### config.mk
export PLATFORM = sky130hd
export DESIGN_NAME = fifo_sync_prog
export DESIGN_NICKNAME = d
export VERILOG_FILES = /design/src/rtl/fifo_pkg.sv /design/src/rtl/fifo_mem.sv /design/src/rtl/fifo_sync_prog.sv
export SDC_FILE = /design/constraint.sdc
export NUM_CORES = 1
export LEC_CHECK = 0
export BUFFER_PORTS_ARGS = -buffer_cell sky130_fd_sc_hd__buf_4
export CORE_MARGIN = 10
export CORE_UTILIZATION = 45
export CTS_CLUSTER_SIZE = 8
export DETAILED_ROUTE_END_ITERATION = 8
export PLACE_DENSITY_LB_ADDON = 0.1
export SLEW_MARGIN = 30
export SYNTH_ARGS = -nofsm -noshare
export SYNTH_HDL_FRONTEND = slang
export SYNTH_SLANG_ARGS = --single-unit
### constraint.sdc
create_clock -name clk -period 2.9 [get_ports clk]
set_input_delay 0.29 -clock clk [delete_from_list [all_inputs] [get_ports clk]]
set_output_delay 0.29 -clock clk [all_outputs]
set_load 0.005 [all_outputs]
### src/rtl/fifo_pkg.sv
// Shared definitions for the FIFO family (single-clock and dual-clock variants).
package fifo_pkg;

  localparam int FIFO_STD  = 0;
  localparam int FIFO_FWFT = 1;

  function automatic int ptr_w(input int d);
    return $clog2(d);
  endfunction

endpackage

### src/rtl/fifo_mem.sv
// Simple dual-port storage: synchronous write, asynchronous read. Contents are not reset.
module fifo_mem
  import fifo_pkg::*;
#(
  parameter int width = 8,
  parameter int depth = 8,
  localparam int AW = ptr_w(depth)
) (
  input  logic             clk,
  input  logic             we_i,
  input  logic [AW-1:0]    waddr_i,
  input  logic [width-1:0] wdata_i,
  input  logic [AW-1:0]    raddr_i,
  output logic [width-1:0] rdata_o
);

  logic [width-1:0] mem_q [depth];

  always_ff @(posedge clk) begin
    if (we_i) mem_q[waddr_i] <= wdata_i;
  end

  assign rdata_o = mem_q[raddr_i];

endmodule

### src/rtl/fifo_sync_prog.sv
// Single-clock FIFO with selectable standard/FWFT read, occupancy count,
// runtime almost-full/almost-empty thresholds, sticky error flags and flush.
module fifo_sync_prog
  import fifo_pkg::*;
#(
  parameter int width = 8,
  parameter int depth = 8,
  parameter int fwft  = FIFO_STD,
  localparam int AW = ptr_w(depth)
) (
  input  logic             clk,
  input  logic             rst,
  input  logic             flush,
  input  logic             wr,
  input  logic [width-1:0] data_in,
  input  logic             rd,
  output logic [width-1:0] data_out,
  input  logic [AW:0]      af_thresh,
  input  logic [AW:0]      ae_thresh,
  input  logic             clr_err,
  output logic             full,
  output logic             empty,
  output logic             almost_full,
  output logic             almost_empty,
  output logic [AW:0]      count,
  output logic             overflow,
  output logic             underflow
);

  localparam logic [AW:0] DEPTH_C = (AW+1)'(depth);

  logic [AW-1:0]    wr_ptr_q, wr_ptr_d;
  logic [AW-1:0]    rd_ptr_q, rd_ptr_d;
  logic [AW:0]      count_q, count_d;
  logic             ovf_q, ovf_d;
  logic             unf_q, unf_d;
  logic             wr_acc, rd_acc;
  logic [width-1:0] rdata;

  // Handshake: a write is taken on any edge where wr=1 and full=0, a read
  // where rd=1 and empty=0, both judged on pre-edge flags; flush discards both.
  assign full         = (count_q == DEPTH_C);
  assign empty        = (count_q == '0);
  assign almost_full  = (count_q >= af_thresh);
  assign almost_empty = (count_q <= ae_thresh);
  assign count        = count_q;
  assign overflow     = ovf_q;
  assign underflow    = unf_q;

  assign wr_acc = wr & ~full  & ~flush;
  assign rd_acc = rd & ~empty & ~flush;

  always_comb begin
    wr_ptr_d = wr_ptr_q;
    rd_ptr_d = rd_ptr_q;
    count_d  = count_q;
    if (flush) begin
      wr_ptr_d = '0;
      rd_ptr_d = '0;
      count_d  = '0;
    end else begin
      if (wr_acc) wr_ptr_d = wr_ptr_q + 1'b1;
      if (rd_acc) rd_ptr_d = rd_ptr_q + 1'b1;
      case ({wr_acc, rd_acc})
        2'b10:   count_d = count_q + 1'b1;
        2'b01:   count_d = count_q - 1'b1;
        default: count_d = count_q;
      endcase
    end
  end

  // A new error event in the same cycle as clr_err keeps the flag set.
  always_comb begin
    ovf_d = (ovf_q & ~clr_err) | (wr & full  & ~flush);
    unf_d = (unf_q & ~clr_err) | (rd & empty & ~flush);
  end

  always_ff @(posedge clk or negedge rst) begin
    if (!rst) begin
      wr_ptr_q <= '0;
      rd_ptr_q <= '0;
      count_q  <= '0;
      ovf_q    <= 1'b0;
      unf_q    <= 1'b0;
    end else begin
      wr_ptr_q <= wr_ptr_d;
      rd_ptr_q <= rd_ptr_d;
      count_q  <= count_d;
      ovf_q    <= ovf_d;
      unf_q    <= unf_d;
    end
  end

  fifo_mem #(
    .width (width),
    .depth (depth)
  ) u_mem (
    .clk     (clk),
    .we_i    (wr_acc),
    .waddr_i (wr_ptr_q),
    .wdata_i (data_in),
    .raddr_i (rd_ptr_q),
    .rdata_o (rdata)
  );

  if (fwft == FIFO_FWFT) begin : g_fwft
    assign data_out = empty ? '0 : rdata;
  end else begin : g_std
    logic [width-1:0] dout_q;

    always_ff @(posedge clk or negedge rst) begin
      if (!rst)        dout_q <= '0;
      else if (rd_acc) dout_q <= rdata;
    end

    assign data_out = dout_q;
  end

endmodule

* Word-level counts from Yosys, hierarchy flattened
Memory sizes are Yosys's and may differ from the RTL's. A register that Yosys moved wholly into a read port is not among the register bits.
Index checks and enable logic that the tools add are counted.
** Word-level totals
- Memories :: 1
- Register bits after elaboration :: 12
- RAM bits :: 64
- Logic and storage cells :: 44
- Input bits :: 22
- Output and inout port bits :: 18
** Memories
- u_mem.mem_q :: depth 8, bits a word 8, read ports 1, clocked after Yosys merged registers in 1, write ports 1, RTL line fifo_mem.sv:17 : logic [width-1:0] mem_q [depth];
** Operators by class
- Multiplexer cells :: 8
- $add $sub $neg :: 4
- Equal/unequal tests :: 3
- Bitwise gates (word level) :: 16
- Reduce and logical (&&, ||, !) cells :: 5
- Magnitude comparators :: 2
** Operators by type and width (count)
- 2-to-1 mux 3 bit :: 4
- AND 1 bit :: 10
- one-hot mux 4 bit (2 select lines) :: 1
- adder 3 x 1 -> 3 bit (second input constant) :: 2
- adder 4 x 1 -> 4 bit (second input constant) :: 1
- equality test 4 bit (second input constant) :: 1
- >= comparator 4 bit :: 1
- <= comparator 4 bit :: 1
- logical NOT 4 bit :: 1
- 2-to-1 mux 4 bit :: 1
- NOT 1 bit :: 4
- nonzero test 2 bit :: 2
- subtractor 4 x 1 -> 4 bit (second input constant) :: 1
- nonzero test 3 bit :: 1
- equality test 2 x 1 -> 1 bit (second input constant) :: 1
- equality test 2 bit (second input constant) :: 1
- 2-to-1 mux 1 bit :: 2
- bitwise OR 1 bit :: 2
- logical NOT 1 bit :: 1

* Logic depth before layout (Yosys ltp)
Gate-level depths: netlist (run 1).
- Word-level depth :: 7
- Mapped depth :: 10
- Gate-level depth less buffers :: 9

* By module
From an unflattened synthesis (run 1), not the netlist that was laid out.
** Unflattened totals
- Cell total of the unflattened synthesis :: 219
- Area total of the unflattened synthesis :: 3738.6 um^2
** By module, submodules not included
- fifo_mem :: times used 1, cells each 106, area an instance 2531.2 um^2, sequential area each 1921.8 um^2
- fifo_sync_prog :: times used 1, cells each 113, area an instance 1207.4 um^2, sequential area each 500.5 um^2

* Worst setup path after synthesis (run 1)
No wires, ideal clock.
- Path kind :: register -> register
- Start point :: register count_q[2], in the netlist count[2]
- End point :: register count_q[3], in the netlist count[3]
- Setup time :: 126 ps
- Required time :: 2774 ps
- Setup slack :: 493 ps
- Buffers on the path :: 1
- Clock period less this slack :: 2407 ps
- Stages on the path, launching flop included :: 10
- Arrival :: 2281 ps
- Cell sequence :: dfrtp_1 or4_1 buf_6 o211ai_4 inv_4 ha_1 a31oi_1 o31ai_1 o31ai_1 a311o_1
** On the way
- Cells in the longest elaborated chain, start to end :: 7
- Elaborated cells between the ends (all ways) :: 15
- Those cells by class :: add/sub (2); eq/ne (3); mux (2); bitwise (6); reduce/logical (2)
** Ends and longest elaborated chain
- from (decl) :: RTL line fifo_sync_prog.sv:34 : logic [AW:0] count_q, count_d;
- from (signal assigned) :: RTL line fifo_sync_prog.sv:88 : count_q <= count_d;
- equality test 4 bit or logical NOT 4 bit (tied branches) :: RTL line fifo_sync_prog.sv:42, fifo_sync_prog.sv:43
- NOT 1 bit (on tied branches) :: RTL line fifo_sync_prog.sv:50, fifo_sync_prog.sv:51
- AND 1 bit (on tied branches) (2 in a row) :: RTL line fifo_sync_prog.sv:50, fifo_sync_prog.sv:51
- equality test 2 x 1 -> 1 bit or equality test 2 bit (tied branches) :: RTL line fifo_sync_prog.sv:64 : case ({wr_acc, rd_acc})
- one-hot mux 4 bit (2 select lines) :: RTL line fifo_sync_prog.sv:64
- 2-to-1 mux 4 bit :: RTL line fifo_sync_prog.sv:57 : if (flush) begin
Parallel ways exist; a longest one is shown, timed or not.
A chain may end at the register's enable or synchronous reset.

* Final worst setup path (run 1)
- Start point :: register count_q[1], in the netlist count[1]
- End point :: register count_q[3], in the netlist count[3]
Same word-level chain as after synthesis.

==> results of run 1 <==
-- sequential cells by signal, indices dropped and copies added (netlist names) --
| signal | flops |
|---|---|
| u_mem.mem_q | 64 |
| data_out | 8 |
| count | 4 |
| rd_ptr_q | 3 |
| wr_ptr_q | 3 |
| overflow | 1 |
| underflow | 1 |
-- how the worst max path moves through the flow --
stage	start	endpoint	cells past startpoint
2_1_floorplan	count[2]$_DFFE_PN0P_	count[3]$_DFFE_PN0P_	9
3_3_place_gp	count[1]$_DFFE_PN0P_	count[3]$_DFFE_PN0P_	8
3_5_place_dp	count[1]$_DFFE_PN0P_	count[3]$_DFFE_PN0P_	8
5_1_grt	count[2]$_DFFE_PN0P_	count[3]$_DFFE_PN0P_	8
6_report	count[1]$_DFFE_PN0P_	count[3]$_DFFE_PN0P_	8
4_1_cts	count[1]$_DFFE_PN0P_	count[3]$_DFFE_PN0P_	8
-- stage by stage --
stage / total power, uW / util [%] / area, um2 / std cells / worst slack, ns
detailed placement: 2070 / 53.1 / 4170 / 381 / 0.383
floorplan: 1810 / - / 3680 / 233 / 0.493
CTS: 2910 / 55.8 / 4380 / 398 / 0.371
global placement: 2070 / 53.1 / 4170 / 381 / 0.406
global route: 3040 / 55.8 / 4380 / 398 / 0.240
finish: 2860 / 55.8 / 4380 / 398 / 0.364
-- synth_stat cells (all sizes together), types with 2 or more instances --
cell type,count,area (um2)
o22ai,2,12.5
nand2,5,18.8
ha,12,150
xor2,4,35.0
o211ai,2,28.8
nor3b,2,20.0
buf,8,50.1
dfrtp,20,500
a21o,3,22.5
nor3,3,15.0
o21a,3,22.5
o21ai,5,25.0
o31ai,2,15.0
nand3,7,35.0
a21oi,12,60.1
nor2b,2,12.5
edfxtp,64,1920
nand2b,5,31.3
mux2i,8,80.1
inv,12,47.6
nor2,20,75.1
mux4,16,360
a211oi,2,25.0
-- layout make-up --
class                      count  area (um2)
tap                          102         128
multi-input combinational    127        1150
timing repair buffer          56         423
clock buffer                  10         128
inverter                      13        56.3
clock inverter                 6        68.8
sequential                    84        2420
fill                         660        3470
-- report_power, final --
part / total [uW] / internal, uW / switching [uW]
logic: 560 / 314 / 247
registers: 1470 / 1380 / 89.5
clock network: 830 / 406 / 424
total: 2860 / 2100 / 760
-- critical path, cell delays in order, from the launching register on --
cell and delay, ns:
dfrtp_1 0.49, or4_1 0.58, o211ai_4 0.16, inv_4 0.07
ha_1 0.34, a31oi_1 0.13, o31ai_1 0.22, o31ai_1 0.11
a311o_1 0.32
-- layer usage --
layer | routed length [um] | track usage (%)
met1 | 3470 | 15.9
met4 | 87 | 3.80
met3 | 353 | 4.11
met2 | 3780 | 21.3
met5 | 0 | 0
-- kinds of logic after synthesis --
logic type | share of synthesized area [%]
buffers and inverters | 2.99
AOI/OAI and AO/OA | 6.59
xor gates and xnor gates | 1.19
and+or+nand+nor | 7.41
muxes | 12.0
adders and majority gates | 4.08
DFF | 65.8
==> flow_summary.ini, run 1 <==
[setup_path]
end_kind = flop
reg2regPathDepth = 8
critPathKind = reg -> reg
crit_fanout = 10
cp-start-kind = flop
r2r_end = count[3]$_DFFE_PN0P_
r2r_setup_slack_ns = 0.36
regToRegStartpoint = count[1]$_DFFE_PN0P_
critPathArrivalTime_ns = 2.76
required_ns = 3.13

[clock_network]
clk_pin_slew_ns = 0.08
cts_setup_buffers = 0
cts_resized = 0
root_buffer = clkbuf_8
cts_made_buffers = 9
clock_sinks = 84
clk_latency_ns = 0.35
cts_tree = done
cts_buffer_depth = 2
h-tree-depth = 3
hold_buffers = 1

[synthesis]
ys_ff_latch = 84
synthArstFlopShare_pct = 23.8
synthDistinctLibCells = 44
synth_edf_count = 64
synth_area_um2 = 3680
ys_seq_area_share_pct = 65.8
netlist_instances = 233
synth-main-ff-cell = edfxtp_1
syn_area_per_cell_um2 = 15.8
yosys_warnings = 0
syn_nets = 267

[global_route]
track_usage_pct = 12.9
grt_max_degree = 21
antenna_found_initial = 0
grt_pass1_wl_um = 12500
grt_pass1_vias = 2253
grt_overflow = 0

[route]
wl_per_cell_um = 19.3
ant_nets = 0
wl_um = 7690
vias_per_cell = 5.30
drtIter0Drc = 68
drtPass1Iterations = 4
drc = 0
vias = 2110

[timing]
finalMaxSlewViolations = 0
timing.setup.tns_ns = 0
fmax_mhz = 394
worst_pin_slew_ns = 0.973
maxSlewHeadroom_pct = 34.6
report.final.hold_viol_count = 0
clock_skew_ns = 0.00839
finalSetupViolCount = 0
fin_crit_sh_pct = 87.4
layout_min_cycle_time_ns = 2.54
hold_ws_ns = 0.141
rsz0062_at_grt = false

[power]
peakVddDrop_mv = 0.318
power_density_nw_per_um2 = 655
leakage_uw = 0.00165

[place]
dp_hpwl_um = 5360
gp_congestion = 0.844
port_buffers = 39

[die]
start_util_pct = 46.9
die_w_um = 110
io_pins = 40
core.rowCount = 32
die_h_um = 110
core_area_um2 = 7850
die_area_um2 = 12200

[cells_and_area]
layout_common_cells = edfxtp_1 (64), buf_4 (55), nor2_1 (20), dfrtp_1 (20), mux4_2 (16)
n_antenna_cell = 0
nets = 325
layout_commonest_cell = edfxtp_1
drive_gt1_share_pct = 32.4
area_growth_syn_to_layout_pct = 18.8

[worst_hold_path]
worst_hold_startpoint = clr_err
whs_path_depth = 2
hp-class = in -> reg
min_to = underflow$_DFF_PN0_

[flow_run]
cap_violations = 0

[outcome]
outcome = completed
No activity file was read; power rests on OpenSTA's default activity.
==> inputs of run 2 (changes only) <==
==> constraint.sdc (replaced) <==
create_clock -name clk -period 3.07 [get_ports clk]
set_input_delay 0.307 -clock clk [delete_from_list [all_inputs] [get_ports clk]]
set_output_delay 0.307 -clock clk [all_outputs]
set_load 0.005 [all_outputs]
==> run 2 against run 1 <==
Global-route usage down 0.25 points. Sequential share of layout area is 0.17 points higher. Register-to-register slack better by 0.02 ns. Routed wire length is 0.95% lower. Maximum frequency shrank 5.6%. Total power is 5.7% lower. Combinational power shrank 5.9%. Setup slack better by 0.019 ns. Largest cell class unchanged. Via count rose by 1.8%.
==> flow_summary.ini, run 2 (synthesized netlist as in run 1, its figures left out) <==
[route]
m1WireLength_um = 3420
dr_wl_met3_um = 420
vias = 2149
drtIter0Drc = 88
vias_per_cell = 5.44
ant_nets = 0
wl_per_cell_um = 19.3
met2_length_um = 3640
wl_um = 7620
drtPass1Iterations = 4
drc = 0
dr.max_layer_used = met4

[setup_path]
cp-start-kind = flop
crit_fanout = 7
crit_family = compound AO/OA/AOI/OAI gates
cp_common_cell = o31ai_1
required_ns = 3.30
regToRegStartpoint = count[2]$_DFFE_PN0P_
critPathKind = reg -> reg
end_kind = flop
slowest_delay_ns = 0.74
worst-path-buf-inv = 1
crit_slowest_cell = or4_1
cp_cell_sequence = or4_1, o211ai_4, inv_4, ha_1, a31oi_1, o31ai_1, o31ai_1, a311o_1
cp-startpoint = count[2]$_DFFE_PN0P_
critPathArrivalTime_ns = 2.92

[die]
die_h_um = 110
die_area_um2 = 12200
io_pins = 40
start_util_pct = 46.9
die_w_um = 110
core_area_um2 = 7850
core.rowCount = 32

[clock_network]
hold_buffers = 1
cts_setup_buffers = 0
root_buffer = clkbuf_8
clock_sinks = 84
cts_buffer_depth = 2
clk_pin_slew_ns = 0.08
clk_latency_ns = 0.35
h-tree-depth = 3
cts_made_buffers = 9
cts_tree = done
cts_resized = 0

[flow_run]
cap_violations = 0

[power]
p_sw_uw = 705
combPwrFrac_pct = 19.5
p_int_uw = 2000
p_clk_share_pct = 29.2
switching_share_pct = 26.1
leakage_uw = 0.00164
power_density_nw_per_um2 = 619
pwr-share-seq_pct = 51.3
peakVddDrop_mv = 0.389

[timing]
timing.setup.tns_ns = 0
worst_pin_slew_ns = 0.818
fmax_mhz = 372
clock_skew_ns = 0.00799
maxSlewHeadroom_pct = 45.5
finalSetupViolCount = 0
finalMaxSlewViolations = 0
layout_min_cycle_time_ns = 2.69
report.final.hold_viol_count = 0
rsz0062_at_grt = false
fin_crit_sh_pct = 87.5

[outcome]
outcome = completed

[global_route]
grt_overflow = 0
grt_max_degree = 21
grt_pass1_vias = 2270
grt_pass1_wl_um = 12300
antenna_found_initial = 0
track_usage_pct = 12.7

[worst_hold_path]
worst_hold_startpoint = clr_err
hp-class = in -> reg

[place]
dp_cells = 378
gp_congestion = 0.820
port_buffers = 39
dp_hpwl_um = 5170

[cells_and_area]
layout_commonest_cell = edfxtp_1
top_register = u_mem.mem_q
drive_gt1_share_pct = 32.1
nets = 322
layout_common_cells = edfxtp_1 (64), buf_4 (52), nor2_1 (20), dfrtp_1 (20), mux4_2 (16)
largest_register_ffs = 64
area_growth_syn_to_layout_pct = 18.5
n_antenna_cell = 0
fin_cells = 395
[run 2: per-layer routing]
| metal | up-vias | global-route usage, % |
|---|---|---|
| met3 | 15 | 4.21 |
| li1 | 1001 | - |
| met5 | - | 0 |
| met4 | 0 | 4.49 |
| met2 | 57 | 20.0 |
| met1 | 1076 | 15.9 |
[run 2: final timing paths]
path / endpoint / slack [ns] / cells past startpoint
setup / recovery: count[3]$_DFFE_PN0P_ / 0.38 / 8
hold / removal: overflow$_DFF_PN0_ / 0.15 / 2
setup reg to reg: count[3]$_DFFE_PN0P_ / 0.38 / 8
hold reg to reg: data_out[1]$_DFFE_PN0P_ / 0.54 / 2
max in group asynchronous: count[3]$_DFFE_PN0P_ / 2.44 / 2
min in group asynchronous: wr_ptr_q[1]$_DFFE_PN0P_ / 0.39 / 2
[run 2: final cells by class]
cell class,instances,area [um2]
Multi-Input combinational cell,127,1150
Tap cell,102,128
Fill cell,678,3490
Clock buffer,11,141
Timing Repair Buffer,53,400
Inverter,13,56.3
Clock inverter,5,58.8
Sequential cell,84,2420
[run 2: per-stage QoR]
step / hold slack (ns) / cell area [um2] / setup slack (ns) / util, % / power (uW)
2_1_floorplan: 0.0114 / 3680 / 0.663 / - / 1710
3_3_place_gp: 0.224 / 4150 / 0.455 / 52.8 / 1940
3_5_place_dp: 0.229 / 4150 / 0.398 / 52.8 / 1950
4_1_cts: 0.133 / 4360 / 0.381 / 55.5 / 2740
5_1_grt: 0.136 / 4360 / 0.137 / 55.6 / 2860
6_report: 0.152 / 4360 / 0.383 / 55.6 / 2700
[run 2: power groups by stage]
stage	clock (uW)	sequential [uW]	combinational (uW)
finish	790	1380	527
global route	871	1400	591
CTS	813	1390	542
detailed placement	0	1410	538
global placement	0	1410	533
floorplan	0	1390	323
[run 2: worst reg2reg max path: cells and delay by family (launching register included)]
family          cells  cell delay [ns]
fa+ha+maj           1             0.32
buf+inv             1             0.07
flops               1             0.48
compound gates      5             0.96
simple gates        1             0.74
==> inputs of run 3 (changes only) <==
--- a/config.mk
+++ b/config.mk
@@ -5,12 +5,14 @@
 export SDC_FILE = /design/constraint.sdc
 export NUM_CORES = 1
 export LEC_CHECK = 0
+export ABC_AREA = 1
 export BUFFER_PORTS_ARGS = -buffer_cell sky130_fd_sc_hd__buf_4
 export CORE_MARGIN = 10
 export CORE_UTILIZATION = 45
 export CTS_CLUSTER_SIZE = 8
 export DETAILED_ROUTE_END_ITERATION = 8
 export PLACE_DENSITY_LB_ADDON = 0.1
+export SKIP_CTS_REPAIR_TIMING = 1
 export SLEW_MARGIN = 30
 export SYNTH_ARGS = -nofsm -noshare
 export SYNTH_HDL_FRONTEND = slang
==> run 3 against run 2 <==
Worst hold slack lost 0.0068 ns. Sequential share of layout area grew 0.30 points. Die area grew 0.92%. Register-to-register slack gained 0.59 ns. Setup slack gained 0.59 ns. Cell count grew 21%. Critical endpoint unchanged.
==> flow_summary.ini, run 3 <==
[timing]
maxSlewHeadroom_pct = 44.4
worst_pin_slew_ns = 0.831
fin_crit_sh_pct = 68.2
layout_min_cycle_time_ns = 2.09
fmax_mhz = 478
clock_skew_ns = 0.0132
timing.setup.tns_ns = 0
report.final.hold_viol_count = 0
finalMaxSlewViolations = 0
finalSetupViolCount = 0
rsz0062_at_grt = false
hold_ws_ns = 0.145
timing.final.ws_setup_ns = 0.977

[flow_run]
cap_violations = 0

[route]
drtIter0Drc = 90
drtPass1Iterations = 4
drc = 0
vias = 2409
ant_nets = 0
wl_per_cell_um = 16.2
wl_um = 7760
vias_per_cell = 5.03

[place]
place_ws_ns = 0.967
placed_area_um2 = 4130
port_buffers = 39
gp_congestion = 0.790
dp_hpwl_um = 5480

[setup_path]
slowest_delay_ns = 0.53
end_kind = flop
crit_slowest_cell = dfrtp_1
cp-start-kind = flop
cp_common_cell = nor2_2
crit_fanout = 13
cp_cell_sequence = nor2_2, a21oi_4, nand2_2, inv_1, ha_1, inv_1, nor2_2, nor2_2, nand3_2, nand3_1, nand2_1
required_ns = 3.31
critPathKind = reg -> reg
critPathArrivalTime_ns = 2.34

[global_route]
grt_max_degree = 36
grt_pass1_wl_um = 12700
track_usage_pct = 12.8
grt_pass1_vias = 2419
grt_overflow = 0
antenna_found_initial = 0

[power]
pwr-share-seq_pct = 45.0
switching_share_pct = 33.9
p_clk_share_pct = 24.3
power_density_nw_per_um2 = 758
p_int_uw = 2170
peakVddDrop_mv = 0.315
leakage_uw = 0.00176
p_sw_uw = 1110
combPwrFrac_pct = 30.7

[cells_and_area]
layout_commonest_cell = edfxtp_1
final_area_um2 = 4340
largest_register_ffs = 64
top_register = u_mem.mem_q
area_growth_syn_to_layout_pct = 16.5
n_antenna_cell = 0
drive_gt1_share_pct = 22.5
nets = 403
layout_common_cells = edfxtp_1 (64), nor2_1 (52), buf_4 (44), nand2_1 (35), o21ai_0 (32)

[synthesis]
yosys.area.top_type = edfxtp_1
yosys_warnings = 0
yosysMostFrequentCell = edfxtp_1
synth_edf_count = 64
ys_ff_latch = 84
ys_seq_area_share_pct = 65.1
netlist.area_leader.share_pct = 51.6
synth_area_um2 = 3720
syn_area_per_cell_um2 = 11.5
synth_common_cells = edfxtp_1 (64), nor2_1 (52), nand2_1 (35), o21ai_0 (32), inv_1 (25)
syn_nets = 357
synthTopCellsByArea = edfxtp_1 (52%), dfrtp_1 (13%), nor2_1 (5.2%)
netlist_instances = 323
synthArstFlopShare_pct = 23.8
synth-main-ff-cell = edfxtp_1
synthDistinctLibCells = 32

[clock_network]
clk_pin_slew_ns = 0.09
cts_buffer_depth = 2
h-tree-depth = 3
root_buffer = clkbuf_8
cts_tree = done
clk_latency_ns = 0.35
cts_made_buffers = 9
clock_sinks = 84

[die]
core.rowCount = 33
core_area_um2 = 8130
die_h_um = 111
die_area_um2 = 12300
die_w_um = 111
io_pins = 40
start_util_pct = 45.8

[outcome]
outcome = completed

[worst_hold_path]
hp-class = in -> reg
-- run 3: cell count changes after synthesis, sizes merged, moves of 3 or more --
cell / before / now
a21o: 3 / 0
a21oi: 12 / 5
clkbuf: 1 / 4
inv: 12 / 31
mux4: 16 / 0
nand2: 5 / 43
nand2b: 5 / 0
nor2: 20 / 57
nor3: 3 / 0
o21a: 3 / 0
o21ai: 5 / 43
o22ai: 2 / 9
o32ai: 0 / 8
xor2: 4 / 1
-- run 3: worst paths after layout --
kind / end / cells past startpoint / start / slack, ns
setup / recovery: count[3]$_DFFE_PN0P_ / 11 / count[2]$_DFFE_PN0P_ / 0.98
hold / removal: overflow$_DFF_PN0_ / 2 / clr_err / 0.15
setup reg to reg: count[3]$_DFFE_PN0P_ / 11 / count[2]$_DFFE_PN0P_ / 0.98
hold reg to reg: data_out[6]$_DFFE_PN0P_ / 2 / data_out[6]$_DFFE_PN0P_ / 0.51
max in group asynchronous: count[0]$_DFFE_PN0P_ / 2 / rst / 2.47
min in group asynchronous: data_out[5]$_DFFE_PN0P_ / 2 / rst / 0.37
-- run 3: per-layer routing --
metal / global-route usage, % / routed length [um] / share of wire, % / vias up
met1: 16.7 / 3720 / 48 / 1125
met4: 4.77 / 92 / 1.2 / 0
li1: - / - / - / 1219
met2: 19.9 / 3570 / 46 / 56
met5: 0 / 0 / 0 / -
met3: 3.68 / 379 / 4.9 / 9
-- run 3: stage by stage --
| step | power [uW] | instances | utilization [%] |
|---|---|---|---|
| 2_1_floorplan | 2150 | 323 | - |
| 3_3_place_gp | 2530 | 462 | 50.8 |
| 3_5_place_dp | 2530 | 462 | 50.8 |
| 4_1_cts | 3330 | 478 | 53.2 |
| 5_1_grt | 3520 | 479 | 53.3 |
| 6_report | 3290 | 479 | 53.3 |
-- run 3: power by group through the flow --
stage	Sequential, uW	Combinational (uW)	Clock [uW]
3_5_place_dp	1500	1030	0
5_1_grt	1500	1150	872
4_1_cts	1480	1040	814
3_3_place_gp	1500	1030	0
2_1_floorplan	1460	682	0
6_report	1480	1010	800
-- run 3: cell families after synthesis --
family          after synthesis  synth area share, %
fa+ha+maj                    12                 4.03
simple gates                108                 12.9
mux                           8                 2.15
xor+xnor                      1                0.235
buf+inv                      42                 4.74
flops                        84                 65.1
compound gates               68                 10.9
-- run 3: layout make-up --
| type | instances | area (um2) |
|---|---|---|
| clock buffers | 10 | 128 |
| clock inverters | 6 | 71.3 |
| fillers | 711 | 3800 |
| inverters | 32 | 120 |
| multi-input cells | 197 | 1120 |
| flip-flops and latches | 84 | 2420 |
| well taps | 105 | 131 |
| repair buffers | 45 | 340 |
-- run 3: critical path: cells and delay by family (launching register included) --
| family | cells | cell delay (ns) |
|---|---|---|
| buffers and inverters | 2 | 0.19 |
| AO/OA/AOI/OAI | 1 | 0.41 |
| flip-flops | 1 | 0.53 |
| AND/OR/NAND/NOR | 7 | 0.62 |
| adder cells (fa/ha/maj) | 1 | 0.24 |
